$ cat src/rtl/pwm_pkg.sv
// pwm_pkg: shared definitions for the PWM dead-time guard.
//   - dead-time width / clamp defaults
//   - leg FSM state encoding (3-bit)
//   - clamp_dt(): saturate a requested dead time into [lo, hi]
package pwm_pkg;

  localparam int unsigned DT_W_DEF       = 8;
  localparam int unsigned MIN_DT_DEF     = 4;
  localparam int unsigned MAX_DT_DEF     = 200;
  localparam int unsigned DEFAULT_DT_DEF = 20;
  localparam int unsigned NUM_LEGS       = 2;

  localparam logic [2:0] LEG_OFF  = 3'd0;
  localparam logic [2:0] LEG_DT_H = 3'd1;
  localparam logic [2:0] LEG_HI   = 3'd2;
  localparam logic [2:0] LEG_DT_L = 3'd3;
  localparam logic [2:0] LEG_LO   = 3'd4;

  typedef enum logic [2:0] {
    S_OFF  = LEG_OFF,
    S_DT_H = LEG_DT_H,
    S_HI   = LEG_HI,
    S_DT_L = LEG_DT_L,
    S_LO   = LEG_LO
  } leg_state_e;

  function automatic int unsigned clamp_dt(input int unsigned v,
                                           input int unsigned lo,
                                           input int unsigned hi);
    if (v < lo)      return lo;
    else if (v > hi) return hi;
    else             return v;
  endfunction

endpackage

$ cat src/rtl/deadtime_leg.sv
// deadtime_leg: one half-bridge leg. Turns a hi/lo request pair into gate
// drives with a dead time of dt_reg clocks before any gate turns on.
//   clock, reset_n : clock / async active-low reset
//   armed          : 0 forces the leg OFF with both gates low
//   dt_reg         : dead time in clocks (always >= MIN_DT)
//   hi, lo         : high-side / low-side request
//   gate_h, gate_l : registered gate drives, never both 1
module deadtime_leg
  import pwm_pkg::*;
#(
  parameter int unsigned DT_W = DT_W_DEF
) (
  input  logic            clock,
  input  logic            reset_n,
  input  logic            armed,
  input  logic [DT_W-1:0] dt_reg,
  input  logic            hi,
  input  logic            lo,
  output logic            gate_h,
  output logic            gate_l
);

  leg_state_e      state_q;
  logic [DT_W-1:0] cnt_q;
  logic            go_h, go_l;
  logic [DT_W-1:0] dt_m1;

  assign go_h  = hi & ~lo;
  assign go_l  = lo & ~hi;
  // dt_reg >= MIN_DT, so this never wraps
  assign dt_m1 = dt_reg - DT_W'(1);

  // Loading dt_reg-1 on the sampling edge and stepping to HI/LO on the edge
  // that sees cnt==0 puts the on-gate exactly dt_reg edges after sampling.
  always_ff @(posedge clock or negedge reset_n) begin
    if (!reset_n) begin
      state_q <= S_OFF;
      cnt_q   <= '0;
      gate_h  <= 1'b0;
      gate_l  <= 1'b0;
    end else if (!armed) begin
      state_q <= S_OFF;
      gate_h  <= 1'b0;
      gate_l  <= 1'b0;
    end else begin
      case (state_q)
        S_OFF: begin
          if (go_h) begin
            state_q <= S_DT_H;
            cnt_q   <= dt_m1;
          end else if (go_l) begin
            state_q <= S_DT_L;
            cnt_q   <= dt_m1;
          end
        end
        S_DT_H: begin
          if (go_h) begin
            if (cnt_q == '0) begin
              state_q <= S_HI;
              gate_h  <= 1'b1;
            end else begin
              cnt_q <= cnt_q - DT_W'(1);
            end
          end else if (go_l) begin
            state_q <= S_DT_L;
            cnt_q   <= dt_m1;
          end else begin
            state_q <= S_OFF;
          end
        end
        S_DT_L: begin
          if (go_l) begin
            if (cnt_q == '0) begin
              state_q <= S_LO;
              gate_l  <= 1'b1;
            end else begin
              cnt_q <= cnt_q - DT_W'(1);
            end
          end else if (go_h) begin
            state_q <= S_DT_H;
            cnt_q   <= dt_m1;
          end else begin
            state_q <= S_OFF;
          end
        end
        S_HI: begin
          // gate drops on the same edge the request goes away
          if (!hi) begin
            gate_h <= 1'b0;
            if (lo) begin
              state_q <= S_DT_L;
              cnt_q   <= dt_m1;
            end else begin
              state_q <= S_OFF;
            end
          end
        end
        S_LO: begin
          if (!lo) begin
            gate_l <= 1'b0;
            if (hi) begin
              state_q <= S_DT_H;
              cnt_q   <= dt_m1;
            end else begin
              state_q <= S_OFF;
            end
          end
        end
        default: begin
          state_q <= S_OFF;
          gate_h  <= 1'b0;
          gate_l  <= 1'b0;
        end
      endcase
    end
  end

endmodule

$ cat src/rtl/pwm_deadtime_guard.sv
// pwm_deadtime_guard: dead-time insertion and shoot-through guard between the
// PWM generator and the H-bridge gate pins.
//   clock, reset_n          : 200 MHz clock / async active-low reset
//   pwm_hi_1/lo_1           : leg A requests
//   pwm_hi_2/lo_2           : leg B requests
//   eop                     : end-of-period pulse (multi-cycle, edge detected)
//   enable                  : level request to drive the bridge
//   dead_cycles             : requested dead time, latched on period start
//   fault_clear             : clears the latched fault while enable=0
//   gate_ah/al/bh/bl        : registered gate drives
//   armed                   : bridge switching
//   fault                   : shoot-through request latched
module pwm_deadtime_guard
  import pwm_pkg::*;
#(
  parameter int unsigned DT_W       = DT_W_DEF,
  parameter int unsigned MIN_DT     = MIN_DT_DEF,
  parameter int unsigned MAX_DT     = MAX_DT_DEF,
  parameter int unsigned DEFAULT_DT = DEFAULT_DT_DEF
) (
  input  logic            clock,
  input  logic            reset_n,
  input  logic            pwm_hi_1,
  input  logic            pwm_lo_1,
  input  logic            pwm_hi_2,
  input  logic            pwm_lo_2,
  input  logic            eop,
  input  logic            enable,
  input  logic [DT_W-1:0] dead_cycles,
  input  logic            fault_clear,
  output logic            gate_ah,
  output logic            gate_al,
  output logic            gate_bh,
  output logic            gate_bl,
  output logic            armed,
  output logic            fault
);

  logic                eop_q;
  logic                armed_q, armed_d;
  logic                fault_q, fault_d;
  logic [DT_W-1:0]     dt_reg_q, dt_reg_d;
  logic                eop_rise, shoot, leg_run;
  logic [NUM_LEGS-1:0] req_hi, req_lo, gate_h, gate_l;

  assign req_hi   = {pwm_hi_2, pwm_hi_1};
  assign req_lo   = {pwm_lo_2, pwm_lo_1};
  assign eop_rise = eop & ~eop_q;
  assign shoot    = armed_q & (|(req_hi & req_lo));
  // Legs see the shoot-through on the edge it happens so gates drop together
  // with armed rather than one clock later.
  assign leg_run  = armed_q & ~shoot;

  always_comb begin
    dt_reg_d = dt_reg_q;
    if (eop_rise)
      dt_reg_d = DT_W'(clamp_dt(32'(dead_cycles), MIN_DT, MAX_DT));
  end

  // Priority: shoot-through > disable > arm on period boundary.
  always_comb begin
    armed_d = armed_q;
    if (shoot)                       armed_d = 1'b0;
    else if (!enable)                armed_d = 1'b0;
    else if (eop_rise && !fault_q)   armed_d = 1'b1;
  end

  always_comb begin
    fault_d = fault_q;
    if (shoot)                        fault_d = 1'b1;
    else if (fault_clear && !enable)  fault_d = 1'b0;
  end

  always_ff @(posedge clock or negedge reset_n) begin
    if (!reset_n) begin
      eop_q    <= 1'b0;
      armed_q  <= 1'b0;
      fault_q  <= 1'b0;
      dt_reg_q <= DT_W'(DEFAULT_DT);
    end else begin
      eop_q    <= eop;
      armed_q  <= armed_d;
      fault_q  <= fault_d;
      dt_reg_q <= dt_reg_d;
    end
  end

  for (genvar g = 0; g < NUM_LEGS; g++) begin : g_leg
    deadtime_leg #(.DT_W(DT_W)) u_leg (
      .clock   (clock),
      .reset_n (reset_n),
      .armed   (leg_run),
      .dt_reg  (dt_reg_q),
      .hi      (req_hi[g]),
      .lo      (req_lo[g]),
      .gate_h  (gate_h[g]),
      .gate_l  (gate_l[g])
    );
  end

  assign gate_ah = gate_h[0];
  assign gate_al = gate_l[0];
  assign gate_bh = gate_h[1];
  assign gate_bl = gate_l[1];
  assign armed   = armed_q;
  assign fault   = fault_q;

endmodule

$ cat config.mk
export PLATFORM = sky130hd
export DESIGN_NAME = pwm_deadtime_guard
export DESIGN_NICKNAME = d
export VERILOG_FILES = /design/src/rtl/pwm_pkg.sv /design/src/rtl/deadtime_leg.sv /design/src/rtl/pwm_deadtime_guard.sv
export SDC_FILE = /design/constraint.sdc
export NUM_CORES = 1
export LEC_CHECK = 0
export ABC_AREA = 1
export CORE_MARGIN = 5
export CORE_UTILIZATION = 60
export CTS_CLUSTER_DIAMETER = 150
export DETAILED_ROUTE_END_ITERATION = 6
export GPL_TIMING_DRIVEN = 0
export PLACE_DENSITY_LB_ADDON = 0.25
export SYNTH_ARGS = -nofsm -noshare
export SYNTH_HDL_FRONTEND = slang
export SYNTH_HIERARCHICAL = 1
export SYNTH_SLANG_ARGS = --single-unit
export TNS_END_PERCENT = 10
$ cat constraint.sdc
create_clock -name clock -period 4.8 [get_ports clock]
set_input_delay 0.96 -clock clock [delete_from_list [all_inputs] [get_ports clock]]
set_output_delay 0.96 -clock clock [all_outputs]
set_load 0.02 [all_outputs]
Word-level counts from Yosys, hierarchy flattened
Cells that the tools add are included.

storage, ports and cells
  register bits = 37
  latch bits = 0
  RAM bits = 0
  bits in read-only memories = 0
  bits of input ports = 17
  output and inout port bits = 6
  word-level logic and storage cells = 171
  memories = 0

operators by class
  add/sub/neg operators = 3
  $mul = 0
  div/mod/pow operators = 0
  order comparisons = 2
  eq/ne operators = 41
  shifts and indexed selects = 0
  multiplexer cells = 75
  bitwise operators = 14
  reductions and logical operators = 24

operators with widths
  operator                                                    count
  two-way mux 8 bit                                           22
  case mux 8 bit (5 select lines)                             2
  two-way mux 3 bit                                           18
  case mux 3 bit (5 select lines)                             2
  inequality test 2 bit, second input constant                12
  inequality test 3 bit, second input constant                8
  subtractor 8 x 1 -> 8 bit, second input constant            3
  two-way mux 1 bit                                           23
  inequality test 4 bit, second input constant                5
  zero test 8 bit                                             2
  AND reduction 4 bit                                         4
  AND reduction 7 bit                                         2
  == test 3 x 2 -> 1 bit, second input constant               4
  inequality test 3 x 2 -> 1 bit, second input constant       4
  case mux 1 bit (3 select lines)                             4
  OR reduction 3 bit                                          4
  AND reduction 5 bit                                         2
  nonzero test 5 bit                                          2
  inequality test 3 x 1 -> 1 bit, second input constant       3
  greater-than comparator 8 bit, second input constant        1
  less-than comparator 8 x 3 -> 1 bit, second input constant  1
  two-way mux 2 bit                                           4
  AND 1 bit                                                   7
  == test 3 x 1 -> 1 bit, second input constant               2
  9 further kinds                                             18

Depth between registers and ports, before layout
  word-level depth = 7
  depth in mapped cells = 13
  mapped depth without buffers = 13

By module
Netlist, hierarchy kept.

by module, submodules not included
  module                          times used  cells an instance  area an instance (sq um)
  deadtime_leg at g_leg[1].u_leg  1           268                1615.3
  deadtime_leg at g_leg[0].u_leg  1           271                1575.3
  pwm_deadtime_guard              1           69                 520.5

Worst setup path before layout
Ideal clock, no wire load.

  path type = in2reg
  start point = in pwm_lo_1
  end point = reg g_leg[0].u_leg.cnt_q[6]
  library setup time = 0.065 ns
  arrival time = 2.203 ns
  path slack = 2.532 ns
  cell stages on the path = 11
  path buffers = 1
  cell sequence = inv_1 ha_1 clkbuf_1 inv_1 o21ai_2 nand2_4 nor2_1 nor2_1 o21ai_0 nand2_1 nand2_1

between the ends
  word-level cells in the longest chain between the ends = 6
  elaborated cells on any way between the ends = 17
  classes of those cells = 3 x eq/ne; 5 x mux; 7 x bitwise; 2 x reduce/logical

ends and longest elaborated chain
  item                                  line                      text
  from (decl)                           pwm_deadtime_guard.sv:24  input logic pwm_lo_1,
  AND 2 bit                             pwm_deadtime_guard.sv:49  assign shoot = armed_q & (|(req_hi & req_lo));
  OR reduction 2 bit                    pwm_deadtime_guard.sv:49
  AND 1 bit                             pwm_deadtime_guard.sv:49
  inverter 1 bit                        pwm_deadtime_guard.sv:52  assign leg_run = armed_q & ~shoot;
  AND 1 bit                             pwm_deadtime_guard.sv:52
  AND reduction 7 bit (no source line)  n/a
  to (signal assigned)                  deadtime_leg.sv:81        cnt_q <= dt_m1;
  to (signal assigned)                  deadtime_leg.sv:92        cnt_q <= dt_m1;
  to (signal assigned)                  deadtime_leg.sv:103       cnt_q <= dt_m1;
  to (decl)                             deadtime_leg.sv:24        logic [DT_W-1:0] cnt_q;

Parallel ways exist; a longest one is shown, timed or not.
A chain may end at the register's enable or synchronous reset.

Final worst setup path
Ends and elaborated chain as after synthesis.

==> results by group <==
Run status
  – Run status: complete, no violations

Clocking
  – Clock tree buffer depth: 2
  – CTS Root Buffer Type: sky130_fd_sc_hd__clkbuf_8
  – Number of buffers inserted during clock tree synthesis: 5
  – CTS-repair resized insts: 0
  – Number of post-CTS setup repair buffers: 0
  – Worst-skew pair later-pin latency: 0.30 ns
  – CTS tree: built
  – Register clock-pin slew on the reported worst setup and hold paths: 0.08 ns
  – Count of clock tree sinks: 37
  – Count of hold-fix buffers inserted at cts: 0
  – Maximum level of the CTS H-tree: 2

STA
  – Final setup violation count: 0
  – Final worst clock skew: 0.00825 ns
  – Slew at the pin closest to its max-slew limit: 0.863 ns
  – Total negative setup slack: 0 ns
  – Max-slew headroom at the worst pin: 42.5%
  – Post-route worst setup slack: 1.88 ns
  – Post-route clock period utilization: 60.9%
  – Number of pins exceeding their max-slew limit in the final report: 0
  – Maximum operating frequency: 342 MHz
  – Final Hold Violating Endpoints: 0
  – Tmin final: 2.92 ns
  – Setup repair after global routing missed its margin: false

Detailed routing
  – Vias per cell: 5.68
  – DRT antenna net count: 0
  – Number of remaining DRC errors: 0
  – Initial DRT Pass Iterations: 7
  – Total wire length: 9800 um
  – Number of DRC markers in iteration 0: 398
  – Routed via count: 4051
  – Mean routed wirelength per cell: 13.7 um

Finish
  – Area delta synth->final: 11.4%
  – Area of the multi-input gates: 2400 um^2
  – Commonest non-fill, non-tap cell in the layout: sky130_fd_sc_hd__nand2_1
  – Final core occ: 69.4%
  – Non-filler cells in the finished layout: 713
  – Share of post-route cells with drive strength above 1: 9.87%
  – Commonest cells after routing, fill and taps aside: 201 x sky130_fd_sc_hd__nand2_1, 70 x sky130_fd_sc_hd__inv_1, 61 x sky130_fd_sc_hd__nand3_1
  – Sequential cell area: 928 um^2
  – Diodes inserted: 0
  – Net count reported at finish: 668
  – Number of fillers in the final layout: 534

Placement
  – Port-buffer cells: 22
  – Final HPWL DP: 7450 um
  – Gp weighted congestion: 0.975
  – Placed Instances: 705
  – Worst slack at placement: 1.62 ns

Pwr
  – Power Density: 361 nW/um^2
  – Switching power as a share of total power: 46.4%
  – Peak VDD IR: 0.235 mV
  – Clock network power share: 19.0%
  – Leakage power summed over all cells: 2.07 nW
  – Share of power burned in combinational logic: 48.4%
  – Internal power contribution: 800 uW
  – Power dissipated by switching net loads: 693 uW
  – Proportion of power drawn by flip-flops and latches: 32.6%

Setup path
  – Data required, critical path: 5.04 ns
  – Cells on worst reg2reg path: 11
  – Startpoint of the worst register-to-register path: dt_reg_q[0]
  – Largest fanout on the critical path: 9
  – Worst setup slack for register-to-register paths: 2.91 ns
  – Critical path type: in -> reg
  – Kind of end point of the critical path: flop
  – Element type at the critical path start: input pin
  – Crit path DAT: 3.16 ns
  – Crit Reg-Reg Endpoint: g_leg[1].u_leg/cnt_q[6]

Synth
  – Count of flip-flops with a built-in enable after synthesis: 0
  – Sequential share of the synthesized area: 25.0%
  – Count of different cell masters after synthesis: 36
  – Synthesized area per cell: 6.10 um^2
  – Synthesized cell area: 3710 um^2
  – Leading register cell type out of synthesis: sky130_fd_sc_hd__dfrtp_1
  – Async SR Flop Fraction: 100%
  – Largest cells by area after synthesis: sky130_fd_sc_hd__dfrtp_1 24%, sky130_fd_sc_hd__nand2_1 20%, sky130_fd_sc_hd__nand3_1 8.2%
  – Synthesis Warnings: 6
  – Gate Count Post-Synth: 608
  – Yosys top cell by area: sky130_fd_sc_hd__dfrtp_1
  – Number of register bits inferred by synthesis: 37
  – Synth Net Count: 639
  – Top-area cell type share of the netlist area: 23.6%

GRT
  – Wire length of the first global-routing pass: 16700 um
  – Antenna violations before repair: 0
  – Total track usage: 26.3%
  – Pin count of the biggest net entering global routing: 38
  – Vias in the first global route: 3812
  – Final global-route overflow total: 0

Floorplan
  – Die area: 7860 um^2
  – Die height: 88.6 um
  – # rows: 28
  – Starting density of the core: 62.3%
  – Area of the core region: 5960 um^2
  – Chip width: 88.6 um
  – Count of pins on the block boundary: 23

Min path
  – WHS Endpoint: g_leg[0].u_leg/cnt_q[0]
  – Min-Delay Path Depth: 2
  – Hold path start: g_leg[0].u_leg/cnt_q[0]
  – Min-delay worst type: reg -> reg

Job
  – Maximum capacitance violations: 0
-- metrics by stage --
stage	cell area, um^2	hold WS [ns]	total power [mW]
global placement	4030	0.478	1.16
global route	4140	0.520	1.62
detailed placement	4020	0.481	1.20
finish	4140	0.503	1.49
floorplan	3710	0.464	1.01
CTS	4140	0.503	1.49
-- cells in the mapped netlist, types with 2 or more instances --
cell,n
sky130_fd_sc_hd__nand2_1,201
sky130_fd_sc_hd__inv_1,70
sky130_fd_sc_hd__nand3_1,61
sky130_fd_sc_hd__nor2_1,56
sky130_fd_sc_hd__dfrtp_1,35
sky130_fd_sc_hd__o21ai_0,32
sky130_fd_sc_hd__a21oi_1,31
sky130_fd_sc_hd__ha_1,14
sky130_fd_sc_hd__nand4_1,12
sky130_fd_sc_hd__o211ai_1,12
sky130_fd_sc_hd__inv_2,7
sky130_fd_sc_hd__nand2_2,7
sky130_fd_sc_hd__buf_2,6
sky130_fd_sc_hd__xor2_1,6
sky130_fd_sc_hd__a21oi_2,5
sky130_fd_sc_hd__a31oi_1,5
sky130_fd_sc_hd__nand3_2,5
sky130_fd_sc_hd__nor2_2,5
sky130_fd_sc_hd__o21ai_1,5
sky130_fd_sc_hd__buf_6,4
sky130_fd_sc_hd__nor2_4,4
sky130_fd_sc_hd__clkbuf_1,3
sky130_fd_sc_hd__nand2_4,3
sky130_fd_sc_hd__dfstp_2,2
sky130_fd_sc_hd__nand4_2,2
sky130_fd_sc_hd__nor3_1,2
sky130_fd_sc_hd__nor3b_1,2
sky130_fd_sc_hd__o22ai_1,2
sky130_fd_sc_hd__or2_2,2
-- kinds of logic (layout without fill, tap and decap cells) --
family	count (synthesis)	in the layout	synth area share, %
flip-flops	37	37	25.0
AND/OR/NAND/NOR	365	365	44.0
adder cells (fa/ha/maj)	14	14	4.72
AO/OA/AOI/OAI	95	95	14.6
buffers and inverters	91	121	10.2
XOR/XNOR	6	6	1.42
-- worst max-delay path, cell delays in order --
cell and delay [ns]:
sky130_fd_sc_hd__clkdlybuf4s50_1 0.51, sky130_fd_sc_hd__inv_1 0.22, sky130_fd_sc_hd__ha_1 0.18, sky130_fd_sc_hd__clkbuf_1 0.34
sky130_fd_sc_hd__inv_1 0.15, sky130_fd_sc_hd__o21ai_2 0.32, sky130_fd_sc_hd__nand2_4 0.11, sky130_fd_sc_hd__nor2_1 0.12
sky130_fd_sc_hd__nor2_1 0.05, sky130_fd_sc_hd__o21ai_0 0.06, sky130_fd_sc_hd__nand2_1 0.09, sky130_fd_sc_hd__nand2_1 0.06
-- layer usage --
layer  up-vias  share of wire [%]  wire length, um  track usage (%)
li1       2038                  -                -                -
met1      1836                 46             4560             36.1
met2       165                 46             4520             42.9
met3        12                6.3              622             3.91
met4         0                1.0              101             7.28
met5         -                  0                0                0
-- how the worst max path moves through the flow --
stage          slack [ns]  cells after the start                      end  startpoint
2_1_floorplan        2.53                     11  g_leg[0].u_leg/cnt_q[6]    pwm_lo_1
3_3_place_gp         1.66                     12  g_leg[0].u_leg/cnt_q[6]    pwm_lo_1
3_5_place_dp         1.62                     12  g_leg[0].u_leg/cnt_q[6]    pwm_lo_1
4_1_cts              1.92                     12  g_leg[0].u_leg/cnt_q[6]    pwm_lo_1
5_1_grt              1.73                     12  g_leg[0].u_leg/cnt_q[6]    pwm_lo_1
6_report             1.88                     12  g_leg[0].u_leg/cnt_q[6]    pwm_lo_1
-- sequential cells by signal (all words and copies together), names as in the netlist --
name                 flops
g_leg.u_leg/state_q      6
g_leg.u_leg/gate_h       2
g_leg.u_leg/cnt_q       16
dt_reg_q                 8
g_leg.u_leg/gate_l       2
fault                    1
armed                    1
eop_q                    1
-- layout make-up --
type                    instances  share of cell area, %
flip-flops and latches         37                   22.5
clock inverters                 3                   1.12
repair buffers                 22                   5.20
plain buffers                  13                   2.09
multi-input cells             480                   58.1
well taps                      75                   2.27
clock buffers                   5                   1.66
inverters                      78                   7.08
-- power groups by stage --
stage	logic (mW)	clock network [mW]	registers, mW
CTS	0.712	0.290	0.484
global route	0.820	0.304	0.498
detailed placement	0.706	0	0.490
global placement	0.676	0	0.486
floorplan	0.548	0	0.466
finish	0.723	0.284	0.486
(Power assumes the default switching activity.)
